<file path="config.mk">
export PLATFORM = sky130hd
export DESIGN_NAME = ws2812b_chain
export DESIGN_NICKNAME = d
export VERILOG_FILES = /design/src/rtl/ws2812b_pkg.sv /design/src/rtl/ws2812b_bit_timer.sv /design/src/rtl/ws2812b_chain.sv
export SDC_FILE = /design/constraint.sdc
export NUM_CORES = 1
export LEC_CHECK = 0
export CORE_AREA = 2 2 162 164
export CTS_CLUSTER_DIAMETER = 100
export DETAILED_ROUTE_END_ITERATION = 8
export DIE_AREA = 0 0 164 166
export GPL_ROUTABILITY_DRIVEN = 0
export PLACE_DENSITY = 0.58
export SLEW_MARGIN = 25
export SYNTH_ARGS = -nofsm -noshare
export SYNTH_HDL_FRONTEND = slang
export SYNTH_HIERARCHICAL = 1
export SYNTH_SLANG_ARGS = --single-unit
</file>
<file path="constraint.sdc">
create_clock -name clk -period 4.8 [get_ports clk]
set_clock_uncertainty 0.2 [all_clocks]
set_input_delay 0.72 -clock clk [delete_from_list [all_inputs] [get_ports clk]]
set_output_delay 0.72 -clock clk [all_outputs]
set_load 0.005 [all_outputs]
</file>
<file path="src/rtl/ws2812b_pkg.sv">
// WS2812B chain driver: shared types, cycle-count helpers and GRB color constants.
package ws2812b_pkg;

    typedef enum logic [2:0] {
        ST_IDLE,
        ST_LOAD,
        ST_HIGH,
        ST_LOW,
        ST_LATCH
    } state_t;

    localparam logic [23:0] RED    = 24'h00FF00;
    localparam logic [23:0] GREEN  = 24'hFF0000;
    localparam logic [23:0] BLUE   = 24'h0000FF;
    localparam logic [23:0] CYAN   = 24'hFF00FF;
    localparam logic [23:0] ORANGE = 24'h80FF00;
    localparam logic [23:0] OFF    = 24'h000000;

    function automatic int ns_to_cyc(input int mhz, input int ns);
        return (mhz * ns + 500) / 1000;
    endfunction

    function automatic int us_to_cyc(input int mhz, input int us);
        return mhz * us;
    endfunction

endpackage

</file>
<file path="src/rtl/ws2812b_bit_timer.sv">
// WS2812B bit timer: one counter spans the HIGH and LOW phase of a single bit.
module ws2812b_bit_timer
    import ws2812b_pkg::*;
#(
    parameter int T0H = 11,
    parameter int T1H = 22,
    parameter int BIT = 34
) (
    input  logic clk,
    input  logic rst_n,
    input  logic en,
    input  logic bit_val,
    input  logic short_bit,
    output logic high_done,
    output logic bit_done
);

    localparam int CW = $clog2(BIT + 1);

    logic [CW-1:0] cnt;
    logic [CW-1:0] t_high;
    logic [CW-1:0] t_end;

    // short_bit gives up the final low cycle to the LOAD slot of the next LED
    always_comb begin
        t_high = bit_val ? CW'(T1H - 1) : CW'(T0H - 1);
        t_end  = short_bit ? CW'(BIT - 2) : CW'(BIT - 1);
    end

    assign high_done = en && (cnt == t_high);
    assign bit_done  = en && (cnt == t_end);

    always_ff @(posedge clk or negedge rst_n) begin
        if (!rst_n) begin
            cnt <= '0;
        end else if (!en || bit_done) begin
            cnt <= '0;
        end else begin
            cnt <= cnt + 1'b1;
        end
    end

endmodule

</file>
<file path="src/rtl/ws2812b_chain.sv">
// WS2812B chain driver: color store, frame FSM and registered serial output.
module ws2812b_chain
    import ws2812b_pkg::*;
#(
    parameter int CLOCK_MHZ    = 27,
    parameter int NUM_LEDS     = 8,
    parameter int T0H_NS       = 400,
    parameter int T1H_NS       = 800,
    parameter int BIT_NS       = 1250,
    parameter int RESET_US     = 80,
    parameter int AUTO_REFRESH = 0,
    localparam int AW = (NUM_LEDS > 1) ? $clog2(NUM_LEDS) : 1
) (
    input  logic          clk,
    input  logic          rst_n,
    input  logic          wr_en,
    input  logic [AW-1:0] wr_addr,
    input  logic [23:0]   wr_data,
    input  logic          start,
    output logic          busy,
    output logic          done,
    output logic          dout
);

    localparam int T0H  = ns_to_cyc(CLOCK_MHZ, T0H_NS);
    localparam int T1H  = ns_to_cyc(CLOCK_MHZ, T1H_NS);
    localparam int BIT  = ns_to_cyc(CLOCK_MHZ, BIT_NS);
    localparam int TRST = us_to_cyc(CLOCK_MHZ, RESET_US);
    localparam int LW   = $clog2(TRST + 1);

    localparam logic [AW:0]   N_LEDS   = (AW + 1)'(NUM_LEDS);
    localparam logic [AW-1:0] LAST_IDX = AW'(NUM_LEDS - 1);

    logic [23:0]   color [NUM_LEDS];
    state_t        state;
    state_t        state_nx;
    logic [AW-1:0] led_idx;
    logic [4:0]    bit_cnt;
    logic [23:0]   shifter;
    logic [LW-1:0] lat_cnt;
    logic [1:0]    fin_q;
    logic          last_bit;
    logic          last_led;
    logic          lat_end;
    logic          timer_en;
    logic          high_done;
    logic          bit_done;

    assign last_bit = (bit_cnt == 5'd0);
    assign last_led = (led_idx == LAST_IDX);
    assign timer_en = (state == ST_HIGH) || (state == ST_LOW);
    // LATCH runs one short; the following IDLE/LOAD cycle is the last low one
    assign lat_end  = (state == ST_LATCH) && (lat_cnt == LW'(TRST - 2));

    always_ff @(posedge clk or negedge rst_n) begin
        if (!rst_n) begin
            for (int i = 0; i < NUM_LEDS; i++) begin
                color[i] <= OFF;
            end
        end else if (wr_en && ({1'b0, wr_addr} < N_LEDS)) begin
            color[wr_addr] <= wr_data;
        end
    end

    ws2812b_bit_timer #(
        .T0H (T0H),
        .T1H (T1H),
        .BIT (BIT)
    ) u_bit_timer (
        .clk       (clk),
        .rst_n     (rst_n),
        .en        (timer_en),
        .bit_val   (shifter[23]),
        .short_bit (last_bit && !last_led),
        .high_done (high_done),
        .bit_done  (bit_done)
    );

    always_comb begin
        state_nx = state;
        unique case (state)
            ST_IDLE: begin
                if (start && !busy) begin
                    state_nx = ST_LOAD;
                end
            end
            ST_LOAD: begin
                state_nx = ST_HIGH;
            end
            ST_HIGH: begin
                if (high_done) begin
                    state_nx = ST_LOW;
                end
            end
            ST_LOW: begin
                if (bit_done) begin
                    if (!last_bit) begin
                        state_nx = ST_HIGH;
                    end else if (!last_led) begin
                        state_nx = ST_LOAD;
                    end else begin
                        state_nx = ST_LATCH;
                    end
                end
            end
            ST_LATCH: begin
                if (lat_end) begin
                    state_nx = (AUTO_REFRESH != 0) ? ST_LOAD : ST_IDLE;
                end
            end
            default: begin
                state_nx = ST_IDLE;
            end
        endcase
    end

    // dout trails the FSM by one cycle; done/busy-fall are delayed to match it
    always_ff @(posedge clk or negedge rst_n) begin
        if (!rst_n) begin
            state   <= ST_IDLE;
            dout    <= 1'b0;
            busy    <= 1'b0;
            done    <= 1'b0;
            led_idx <= '0;
            bit_cnt <= '0;
            shifter <= '0;
            lat_cnt <= '0;
            fin_q   <= '0;
        end else begin
            state   <= state_nx;
            dout    <= (state == ST_HIGH);
            fin_q   <= {fin_q[0], lat_end};
            done    <= fin_q[1];
            lat_cnt <= (state == ST_LATCH) ? lat_cnt + 1'b1 : '0;
            if ((state == ST_IDLE) && start && !busy) begin
                busy <= 1'b1;
            end else if (fin_q[1] && (AUTO_REFRESH == 0)) begin
                busy <= 1'b0;
            end
            if (state == ST_LOAD) begin
                shifter <= color[led_idx];
                bit_cnt <= 5'd23;
            end else if ((state == ST_LOW) && bit_done) begin
                if (!last_bit) begin
                    shifter <= {shifter[22:0], 1'b0};
                    bit_cnt <= bit_cnt - 1'b1;
                end else if (!last_led) begin
                    led_idx <= led_idx + 1'b1;
                end
            end
            if (lat_end) begin
                led_idx <= '0;
            end
        end
    end

endmodule

</file>
==> results of run 1 <==
-- synthesized netlist by cell type (all sizes together), types with 2 or more instances --
master | count | share of area
nor4 | 4 | 0.0022
o21ai | 4 | 0.0018
nor2b | 26 | 0.014
xnor2 | 8 | 0.0062
a211oi | 24 | 0.016
nor2 | 28 | 0.0093
mux2 | 192 | 0.19
clkbuf | 25 | 0.0083
inv | 6 | 0.0020
and2 | 2 | 0.0013
nand2 | 15 | 0.0050
o22ai | 2 | 0.0011
nor3b | 3 | 0.0033
buf | 23 | 0.013
nor3 | 5 | 0.0027
ha | 6 | 0.0067
or3 | 3 | 0.0017
mux4 | 48 | 0.096
a21oi | 27 | 0.012
mux2i | 27 | 0.024
dfrtp | 250 | 0.55
nand4b | 3 | 0.0023
xor2 | 9 | 0.0070
nand3 | 10 | 0.0044
nand4 | 5 | 0.0028
-- state kept, by name, indices dropped and copies added (netlist names) --
signal,count
color,192
shifter,24
lat_cnt,12
u_bit_timer/cnt,6
bit_cnt,5
led_idx,3
state,3
fin_q,2
busy,1
done,1
dout,1
-- cells by family after synthesis --
family	Yosys count	share of synthesized area
mux	267	0.3116
buf+inv	54	0.02308
flops	250	0.5548
compound gates	61	0.03407
simple gates	113	0.05659
fa+ha+maj	6	0.006658
xor+xnor	17	0.01321
-- per-layer routing --
layer  routed length, um  up-vias
li1                    -     2900
met1               10760     3440
met2               11620      102
met3                 808       36
met4                 457        0
met5                   0        -
-- worst max path at each step --
stage / slack, ns / startpoint / depth (start not counted) / to
after floorplan: 1.65 / bit_cnt[0] / 14 / shifter[16]
after global placement: 1.42 / bit_cnt[0] / 10 / shifter[6]
after detailed placement: 1.25 / bit_cnt[0] / 10 / shifter[13]
after CTS: 1.24 / bit_cnt[0] / 10 / shifter[6]
after global routing: 1.01 / bit_cnt[0] / 10 / shifter[12]
final: 1.24 / bit_cnt[0] / 10 / shifter[6]
-- layout make-up --
cell class | count | area, sq um
Tap cell | 335 | 419.2
Clock buffer | 46 | 828.3
Multi-Input combinational cell | 464 | 4791
Sequential cell | 250 | 6262
Timing Repair Buffer | 47 | 452.9
Fill cell | 2138 | 12780
Inverter | 6 | 22.52
Clock inverter | 4 | 58.81
Antenna cell | 1 | 2.502
-- power breakdown --
group	switching, mW	total, mW	internal (mW)
Sequential	0.171	2.64	2.47
Combinational	0.217	0.648	0.430
Clock	0.818	2.04	1.22
Total	1.21	5.33	4.12
-- worst max-delay path, stage by stage, from the launching register on --
cell and delay, ns:
dfrtp_1 0.41, inv_1 0.07, ha_1 0.19, or4b_1 0.61, nor2_1 0.23, xnor2_1 0.14
nor4_1 0.34, and4b_1 0.40, and2_4 0.48, mux2i_1 0.24, a21oi_1 0.09
==> summary.log, run 1 <==
qor: run_status.outcome finished clean
qor: power_and_ir_drop.worst_ir_drop_vdd 0.3013 mV
qor: cells_and_area.syn_to_final_growth 13.85%
qor: critical_path.setup.worst_path.class reg2reg
qor: cts.cts_buffer_depth 3
qor: cts.worst_setup_hold_path_clk_slew 0.06 ns
qor: logic_synthesis.syn-cell-area 0.01128 sq mm
qor: cts.clock_sink_count 250
qor: place.hpwl 13330 um
qor: place.port_buffers 33
qor: logic_synthesis.synth_edf_count 0
qor: logic_synthesis.synth_cell_types 44
qor: route.route.final.wire_length 23640 um
qor: cts.cts_hold_repair.buffers 0
qor: sta.final_max_slew_viol_count 0
qor: place.placed_cell_area 0.01195 sq mm
qor: sta.finalCriticalPeriod 3.565 ns
qor: power_and_ir_drop.cellPowerDensity 415.1 mW/mm^2
qor: cells_and_area.final_cell_area 0.01284 sq mm
qor: route.initialDrtViolationCount 403
qor: critical_path.crit-reg2reg-capture shifter[6]
qor: cells_and_area.layout.cells.most_common_list dfrtp_1 (247), mux2_2 (192), mux4_2 (48)
qor: route.drt.antenna.violating_nets 0
qor: cts.numCtsBuffers 28
qor: run.max_capacitance_violation_count 0
qor: cts.postCtsSetupBuffers 0
qor: route.detail_route.first_pass.iterations 4
qor: floorplan.initial_utilization 0.4402
qor: route.number_of_vias_per_cell_after_detailed_routing 5.618
qor: floorplan.die_width 164 um
qor: cells_and_area.net_total_in_the_final_layout 834
qor: sta.tns 0 ns
qor: power_and_ir_drop.power_leakage 5.206 nW
qor: critical_path.reg2reg_depth 10
qor: sta.grt_setup_unrepaired no
qor: floorplan.boundaryPins 34
qor: floorplan.std_cell_rows 59
qor: cells_and_area.drive_above_1_share 0.3745
qor: cts.cts_root_buffer clkbuf_16
qor: cells_and_area.finish.utilization 0.5011
qor: route.num_vias 6478
qor: route.residual_drc 0
qor: logic_synthesis.post_synthesis_net_count 805
qor: critical_path.critical_path_arrival 3.75 ns
qor: global_routing.number_of_antenna_violations_at_the_first_check_in_global_routing 0
qor: sta.timing.max_slew.rel_slack 0.3975
qor: place.pre_cts_slack 1.255 ns
qor: global_routing.grt.total_usage 0.1809
qor: floorplan.y_dimension_of_the_die 166 um
qor: place.dpl.cell_count 1102
qor: sta.hold-worst-slack 0.009823 ns
qor: sta.max_freq 280.5 MHz
qor: floorplan.coreArea 0.02562 sq mm
qor: floorplan.die_outline_area 0.02722 sq mm
qor: critical_path.critical_path.endpoint_type flop
qor: cts.htreeDepth 1
qor: global_routing.met1_resource_use_gr 0.2505
qor: global_routing.grt_pass1_wl 38800 um
qor: global_routing.global_route.usage.met3 0.02622
qor: global_routing.via_count_of_the_first_global_routing_pass 7107
qor: critical_path.critPathLaunchType flop
qor: logic_synthesis.number_of_storage_elements_in_the_synthesis_netlist 250
qor: cts.ctsResizeCount 0
qor: sta.final_critical_path_setup_slack 1.235 ns
qor: global_routing.grtUsageMet2 0.3043
qor: sta.layout_worst_path_cycle_share 0.7426
qor: critical_path.cp.required 4.98 ns
qor: logic_synthesis.synthesis.area_per_instance 14.68 sq um
qor: logic_synthesis.postSynth.topFlopCell dfrtp_1
qor: route.drt-wirelength-per-cell 20.51 um
qor: cts.insertion_delay 0.54 ns
qor: power_and_ir_drop.p_total 5.328 mW
qor: global_routing.maximum_number_of_pins_on_one_net_before_global_route_repair 112
qor: logic_synthesis.synth.yosys.seq_area_share 0.5548
qor: logic_synthesis.asyncSetResetFlopFracSynth 1.000
qor: sta.worstMarginPinSlew 0.9038 ns
qor: cells_and_area.finalNonFillerCells 1153
qor: critical_path.timing.critical_path.fanout_max 26
qor: critical_path.reg2reg_slack 1.24 ns
qor: critical_path.regToRegStartpoint bit_cnt[0]
qor: hold_path.kind_of_path_behind_the_tightest_hold_check in2async
qor: global_routing.grt_remaining_overflow 0
qor: sta.final-setup-viol-count 0
qor: global_routing.grt.busiest_layer met2
qor: logic_synthesis.synth_cells 768
qor: cts.cts_tree built
qor: logic_synthesis.number_of_warnings_issued_by_yosys 6
qor: sta.report.final.hold_viol_count 0
qor: cells_and_area.final_common_cell dfrtp_1
Power figures use the tool's default switching activity.
==> run 2: changes to the inputs <==
Clock period 4.8 ns to 3.72 ns, I/O delays scaled along.
==> run 2 against run 1 <==
Sequential power is 29% higher. Clock power grew 45%. Critical path depth unchanged. Critical endpoint is now shifter[5].
==> summary.log, run 2 (synthesis gave the netlist of run 1 again) <==
qor: critical_path.cp.buffers_inverters 1 [unchanged]
qor: sta.timing.max_slew.rel_slack 0.4393 [+0.04183]
qor: sta.final_max_slew_viol_count 0 [unchanged]
qor: cts.worst_setup_hold_path_clk_slew 0.06 ns [about the same]
qor: cts.numCtsBuffers 28 [unchanged]
qor: cts.cts_hold_repair.buffers 1 [+1]
qor: run_status.outcome finished clean
qor: cts.cts_tree built
qor: cells_and_area.final_cell_area 0.01300 sq mm [+1.2%]
qor: critical_path.critical-path-top-delay-family simple AND/OR/NAND/NOR gates
qor: sta.report.final.hold_viol_count 0 [unchanged]
qor: place.port_buffers 33 [unchanged]
qor: critical_path.crit-reg2reg-capture shifter[5]
qor: critical_path.critical_path_arrival 3.43 ns [-0.32 ns]
qor: power_and_ir_drop.worst_ir_drop_vdd 0.3868 mV [+28%]
qor: global_routing.via_count_of_the_first_global_routing_pass 7156 [+0.69%]
qor: power_and_ir_drop.cellPowerDensity 553.7 mW/mm^2 [+33%]
qor: sta.layout_worst_path_cycle_share 0.8694 [+0.1268]
qor: cells_and_area.final_common_cell dfrtp_1
qor: power_and_ir_drop.power.share.sequential 0.473 [-0.022]
qor: cells_and_area.multi_input_gate_area_in_the_final_layout 0.004786 sq mm [-0.10%]
qor: power_and_ir_drop.pwr-share-comb 0.116 [-0.006]
qor: critical_path.regToRegStartpoint bit_cnt[0]
qor: route.route.final.wire_length 23490 um [-0.67%]
qor: cts.cts_buffer_depth 3 [unchanged]
qor: cts.insertion_delay 0.54 ns [about the same]
qor: run.max_capacitance_violation_count 0 [unchanged]
qor: sta.final-setup-viol-count 0 [unchanged]
qor: critical_path.worstPathCellList inv_1, ha_1, or4b_1, nor2_1, xnor2_1, nor4_1, and4b_1, and2_4, mux2i_1, a21oi_1
qor: route.number_of_vias_per_cell_after_detailed_routing 5.547 [-1.3%]
qor: cells_and_area.layout.cells.most_common_list dfrtp_1 (247), mux2_2 (192), mux4_2 (48)
qor: floorplan.y_dimension_of_the_die 166 um [unchanged]
qor: critical_path.critPathLaunchType flop
qor: hold_path.hold_depth 0
qor: floorplan.std_cell_rows 59 [unchanged]
qor: global_routing.grt_pass1_wl 39120 um [+0.84%]
qor: critical_path.critical_path.endpoint_type flop
qor: cells_and_area.net_total_in_the_final_layout 838 [+0.48%]
qor: critical_path.critical_path.startpoint bit_cnt[0]
qor: critical_path.reg2reg_depth 10 [unchanged]
qor: cells_and_area.top_regs color x192, shifter x24, lat_cnt x12
qor: hold_path.hold_path_end fin_q[1]
qor: critical_path.reg2reg_slack 0.49 ns [-0.75 ns]
qor: cells_and_area.num_antenna_cells 0 [-1]
qor: floorplan.coreArea 0.02562 sq mm [unchanged]
qor: floorplan.die_width 164 um [unchanged]
qor: route.drt-wirelength-per-cell 20.28 um [-1.1%]
qor: hold_path.kind_of_path_behind_the_tightest_hold_check reg2reg
qor: sta.tns 0 ns [unchanged]
qor: cts.htreeDepth 1 [unchanged]
qor: cells_and_area.largest_reg_flops 192 [unchanged]
qor: critical_path.crit_slowest_cell and2_4
qor: route.initialDrtViolationCount 404 [+0.25%]
qor: floorplan.die_outline_area 0.02722 sq mm [unchanged]
qor: critical_path.timing.critical_path.fanout_max 26 [unchanged]
qor: sta.grt_setup_unrepaired no
qor: power_and_ir_drop.p_sw 1.624 mW [+35%]
qor: route.routed.top_layer met4
qor: critical_path.cp.required 3.91 ns [-1.07 ns]
qor: route.num_vias 6424 [-0.83%]
qor: critical_path.cpPeakStageDelay 0.48 ns [-0.13 ns]
qor: power_and_ir_drop.switching_share 0.2256 [-0.0007104]
qor: global_routing.maximum_number_of_pins_on_one_net_before_global_route_repair 103 [-8.0%]
qor: cells_and_area.top_register color
qor: sta.max_freq 309.2 MHz [+10%]
qor: route.dr_wl_met2 11480 um [-1.2%]
qor: route.route.layer.met1.wl 10870 um [+1.0%]
qor: sta.finalCriticalPeriod 3.234 ns [-0.3305 ns]
qor: cells_and_area.drive_above_1_share 0.3900 [+0.01550]
qor: route.residual_drc 0 [unchanged]
qor: route.met3_length 723 um [-11%]
qor: sta.worstMarginPinSlew 0.8410 ns [-0.06274 ns]
qor: cts.postCtsSetupBuffers 0 [unchanged]
qor: global_routing.number_of_antenna_violations_at_the_first_check_in_global_routing 0 [unchanged]
qor: hold_path.hold_path_startpoint fin_q[0]
qor: floorplan.initial_utilization 0.4402 [unchanged]
qor: cells_and_area.fillers 2122 [-0.75%]
qor: cts.clock_sink_count 250 [unchanged]
qor: cells_and_area.regArea 0.006262 sq mm [unchanged]
qor: power_and_ir_drop.internal_power 5.574 mW [+35%]
qor: route.detail_route.first_pass.iterations 4 [unchanged]
qor: cts.ctsResizeCount 0 [unchanged]
qor: global_routing.grt_remaining_overflow 0 [unchanged]
qor: place.placed_cell_area 0.01198 sq mm [+0.25%]
qor: place.hpwl 13370 um [+0.27%]
qor: route.drt.antenna.violating_nets 0 [unchanged]
qor: critical_path.setup.worst_path.class reg2reg
qor: power_and_ir_drop.power_leakage 5.295 nW [+1.7%]
qor: global_routing.grt.total_usage 0.1827 [+0.001842]
qor: cells_and_area.syn_to_final_growth 15.27%
qor: cts.cts_root_buffer clkbuf_16
qor: floorplan.boundaryPins 34 [unchanged]
qor: power_and_ir_drop.clock_power_share 0.410 [+0.027]
## run 2: worst max path at each step
stage / to / slack [ns] / cells past startpoint
final: shifter[5] / 0.49 / 10
after CTS: shifter[20] / 0.45 / 10
after global routing: shifter[20] / 0.1 / 10
after global placement: shifter[2] / 0.52 / 10
after detailed placement: shifter[16] / 0.45 / 10
after floorplan: shifter[16] / 0.57 / 14
## run 2: routing by layer
metal,vias to the layer above,track usage
li1,2906,-
met5,-,0
met1,3396,0.2569
met4,0,0.04119
met3,32,0.02647
met2,90,0.3023
## run 2: cell type report
class | instances | area share
clock inverter | 17 | 0.01791
clock buffer | 35 | 0.05978
multi-input combinational | 464 | 0.3682
timing repair buffer | 51 | 0.03831
inverter | 6 | 0.001733
tap | 335 | 0.03225
sequential | 250 | 0.4818
## run 2: metrics by stage
stage | utilization | hold WS, ns | instances | setup slack (ns) | power (mW)
after floorplan | - | 0.06241 | 768 | 0.5716 | 4.013
after global placement | 0.4676 | 0.1357 | 1105 | 0.5176 | 4.209
after detailed placement | 0.4676 | 0.1370 | 1105 | 0.4490 | 4.308
after CTS | 0.5074 | 0.1510 | 1158 | 0.4483 | 7.294
after global routing | 0.5074 | 0.1594 | 1158 | 0.09922 | 7.531
final | 0.5074 | 0.1486 | 1158 | 0.4858 | 7.197
## run 2: power groups by stage
stage | Clock [mW] | Sequential (mW) | Combinational [mW]
floorplan | 0 | 3.37 | 0.643
global route | 3.14 | 3.46 | 0.923
CTS | 3.03 | 3.41 | 0.856
finish | 2.95 | 3.41 | 0.838
detailed placement | 0 | 3.46 | 0.851
global placement | 0 | 3.40 | 0.807
## run 2: worst reg2reg max path: cells and delay by family (launching register included)
| family | cells | cell delay [ns] |
|---|---|---|
| AND/OR/NAND/NOR | 5 | 1.79 |
| AO/OA/AOI/OAI | 1 | 0.08 |
| multiplexers | 1 | 0.27 |
| adder cells (fa/ha/maj) | 1 | 0.17 |
| XOR/XNOR | 1 | 0.12 |
| buffers and inverters | 1 | 0.07 |
| flip-flops | 1 | 0.40 |
==> run 3: changes to the inputs <==
Settings changed: PLACE_DENSITY 0.58 to 0.6, TNS_END_PERCENT set to 10.
Clock period 3.72 ns to 2.73 ns, I/O delays scaled along.
==> run 3 against run 2 <==
Setup slack got worse by 0.52 ns. Combinational power up 38%. Critical path depth up 1. Die area did not move. The flow now finishes with violations (setup timing). Utilization is 0.71 points higher. Global-route usage is 0.13 points lower. Clock power grew 17%. Maximum frequency rose by 17%. Largest power group unchanged. Cell count is 1.0% higher. Highest routed layer unchanged.
==> summary.log, run 3 (synthesis gave the netlist of run 1 again) <==
qor: run_status.outcome finished with violations
qor: run_status.violations_in_the_final_reports setup timing
qor: sta.finalCriticalPeriod 2.769 ns [-0.4654 ns]
qor: critical_path.reg2reg_slack -0.04 ns [-0.52 ns]
qor: critical_path.cpPeakStageDelay 0.47 ns [about the same]
qor: global_routing.grt.total_usage 0.1814 [-0.001304]
qor: floorplan.initial_utilization 0.4402 [unchanged]
qor: floorplan.die_outline_area 0.02722 sq mm [unchanged]
qor: cells_and_area.num_antenna_cells 0 [unchanged]
qor: cells_and_area.net_total_in_the_final_layout 854 [+1.9%]
qor: critical_path.critPathLaunchType flop
qor: critical_path.reg2reg_depth 11 [+1]
qor: route.drt.antenna.violating_nets 0 [unchanged]
qor: global_routing.grt_pass1_wl 38910 um [-0.55%]
qor: sta.final_critical_path_setup_slack -0.03880 ns [-0.5246 ns]
qor: global_routing.maximum_number_of_pins_on_one_net_before_global_route_repair 64 [-38%]
qor: critical_path.crit_slowest_cell or4b_4
qor: global_routing.met1_resource_use_gr 0.2557 [-0.001201]
qor: cts.worst_setup_hold_path_clk_slew 0.06 ns [about the same]
qor: cts.htreeDepth 1 [unchanged]
qor: run.max_capacitance_violation_count 0 [unchanged]
qor: critical_path.regToRegStartpoint bit_cnt[0]
qor: global_routing.grtUsageMet2 0.3009 [-0.001461]
qor: power_and_ir_drop.cellPowerDensity 701.3 mW/mm^2 [+27%]
qor: power_and_ir_drop.worst_ir_drop_vdd 0.3826 mV [-1.1%]
qor: route.drt-wirelength-per-cell 20.37 um [+0.46%]
qor: sta.worstMarginPinSlew 0.8112 ns [-0.02983 ns]
qor: floorplan.die_width 164 um [unchanged]
qor: cells_and_area.top_register color
qor: critical_path.cp.required 2.91 ns [-1.00 ns]
qor: global_routing.grt_remaining_overflow 0 [unchanged]
qor: cells_and_area.regArea 0.006262 sq mm [unchanged]
qor: cts.insertion_delay 0.52 ns [-0.02 ns]
qor: sta.final_max_slew_viol_count 0 [unchanged]
qor: critical_path.timing.critical_path.fanout_max 14 [-46%]
qor: sta.tns -0.07501 ns [-0.07501 ns]
qor: sta.grt_setup_unrepaired yes
qor: critical_path.critical_path_arrival 2.95 ns [-0.48 ns]
qor: global_routing.via_count_of_the_first_global_routing_pass 7154 [-0.028%]
qor: sta.layout_worst_path_cycle_share 1.014 [+0.1448]
qor: power_and_ir_drop.power_leakage 5.359 nW [+1.2%]
qor: cts.clock_sink_count 250 [unchanged]
qor: cells_and_area.top_regs color x192, shifter x24, lat_cnt x12
qor: critical_path.critical_path.endpoint_type flop
qor: critical_path.critical_path.startpoint bit_cnt[0]
qor: cells_and_area.multi_input_gate_area_in_the_final_layout 0.004850 sq mm [+1.3%]
qor: route.residual_drc 0 [unchanged]
qor: hold_path.hold_path_startpoint fin_q[0]
qor: sta.report.final.hold_viol_count 0 [unchanged]
qor: cells_and_area.syn_to_final_growth 16.89%
qor: route.detail_route.first_pass.iterations 4 [unchanged]
qor: place.pre_cts_slack -0.2013 ns [-0.6504 ns]
qor: cts.cts_root_buffer clkbuf_16
qor: floorplan.coreArea 0.02562 sq mm [unchanged]
qor: critical_path.timing.critical_path.to shifter[10]
qor: place.port_buffers 33 [unchanged]
qor: cts.cts_tree built
qor: place.hpwl 13940 um [+4.3%]
qor: route.initialDrtViolationCount 517 [+28%]
qor: global_routing.number_of_antenna_violations_at_the_first_check_in_global_routing 0 [unchanged]
qor: route.number_of_vias_per_cell_after_detailed_routing 5.537 [-0.19%]
qor: critical_path.crit-reg2reg-capture shifter[10]
qor: cts.numCtsBuffers 27 [-3.6%]
qor: floorplan.std_cell_rows 59 [unchanged]
qor: route.num_vias 6478 [+0.84%]
qor: hold_path.kind_of_path_behind_the_tightest_hold_check reg2reg
qor: cells_and_area.layout.cells.most_common_list dfrtp_1 (247), mux2_2 (192), mux4_2 (48)
qor: cts.cts_buffer_depth 3 [unchanged]
qor: global_routing.global_route.usage.met3 0.02697 [+0.0004995]
qor: floorplan.boundaryPins 34 [unchanged]
qor: route.route.final.wire_length 23840 um [+1.5%]
qor: sta.max_freq 361.2 MHz [+17%]
qor: cells_and_area.final_common_cell dfrtp_1
qor: critical_path.setup.worst_path.class reg2reg
qor: floorplan.y_dimension_of_the_die 166 um [unchanged]
qor: critical_path.worstPathCellList inv_2, ha_4, or4b_4, nor2_4, xnor2_2, nor4_4, and4b_1, and2_4, buf_12, mux2i_1, a21oi_1
qor: cells_and_area.largest_reg_flops 192 [unchanged]
qor: sta.timing.max_slew.rel_slack 0.4592 [+0.01989]
qor: sta.final-setup-viol-count 4 [+4]
qor: cells_and_area.fillers 2081 [-1.9%]
qor: cells_and_area.drive_above_1_share 0.4012 [+0.01116]
qor: global_routing.grt.busiest_layer met2
==> run 3: what timing repair did <==
item,4_1_cts,5_1_grt
buffers inserted,0,0
pin swaps,2,14
hold buffers,1,0
setup endpoints to repair,30,31
cloned,0,1
gates resized for setup,2,7
endpoints found under the hold margin,57,0
==> run 3: worst min path at each step <==
| stage | to | slack (ns) | cells past startpoint |
|---|---|---|---|
| floorplan | bit_cnt[0] | -0.09 | 0 |
| global placement | fin_q[1] | 0.14 | 0 |
| detailed placement | fin_q[1] | 0.14 | 0 |
| CTS | fin_q[1] | 0.16 | 0 |
| global route | fin_q[1] | 0.16 | 0 |
| finish | fin_q[1] | 0.16 | 0 |
==> run 3: area by class of cell <==
class	instances	share of cell area
clock buffers	41	0.05905
clock inverters	6	0.004177
inverters	6	0.001709
multi-input cells	464	0.3680
flip-flops and latches	250	0.4751
well taps	335	0.03180
repair buffers	68	0.06019
==> run 3: routing by layer <==
layer | wire length [um] | vias up
li1 | - | 2924
met1 | 10480 | 3416
met2 | 11920 | 112
met3 | 1145 | 26
met4 | 288 | 0
met5 | 0 | -
==> run 3: power by group <==
part	leakage [nW]	internal, mW	switching, mW	total [mW]
logic	1.88	0.769	0.387	1.16
registers	3.07	4.34	0.306	4.65
clock network	0.413	2.04	1.40	3.44
==> run 3: per-stage QoR <==
| stage | hold slack, ns | std cells | power (mW) | util | instance area, sq um |
|---|---|---|---|---|---|
| after floorplan | -0.08609 | 768 | 5.468 | - | 11310 |
| after global placement | 0.1375 | 1121 | 5.742 | 0.4790 | 12270 |
| after detailed placement | 0.1427 | 1121 | 5.891 | 0.4790 | 12270 |
| after CTS | 0.1558 | 1169 | 9.372 | 0.5123 | 13120 |
| after global routing | 0.1563 | 1170 | 9.713 | 0.5145 | 13180 |
| final | 0.1560 | 1170 | 9.243 | 0.5145 | 13180 |
==> run 3: critical path: cells and delay by family, from the launching register on <==
family	cells	cell delay, ns
AND/OR/NAND/NOR	5	1.25
flip-flops	1	0.39
buffers and inverters	2	0.24
multiplexers	1	0.22
adder cells (fa/ha/maj)	1	0.12
XOR/XNOR	1	0.10
AO/OA/AOI/OAI	1	0.08
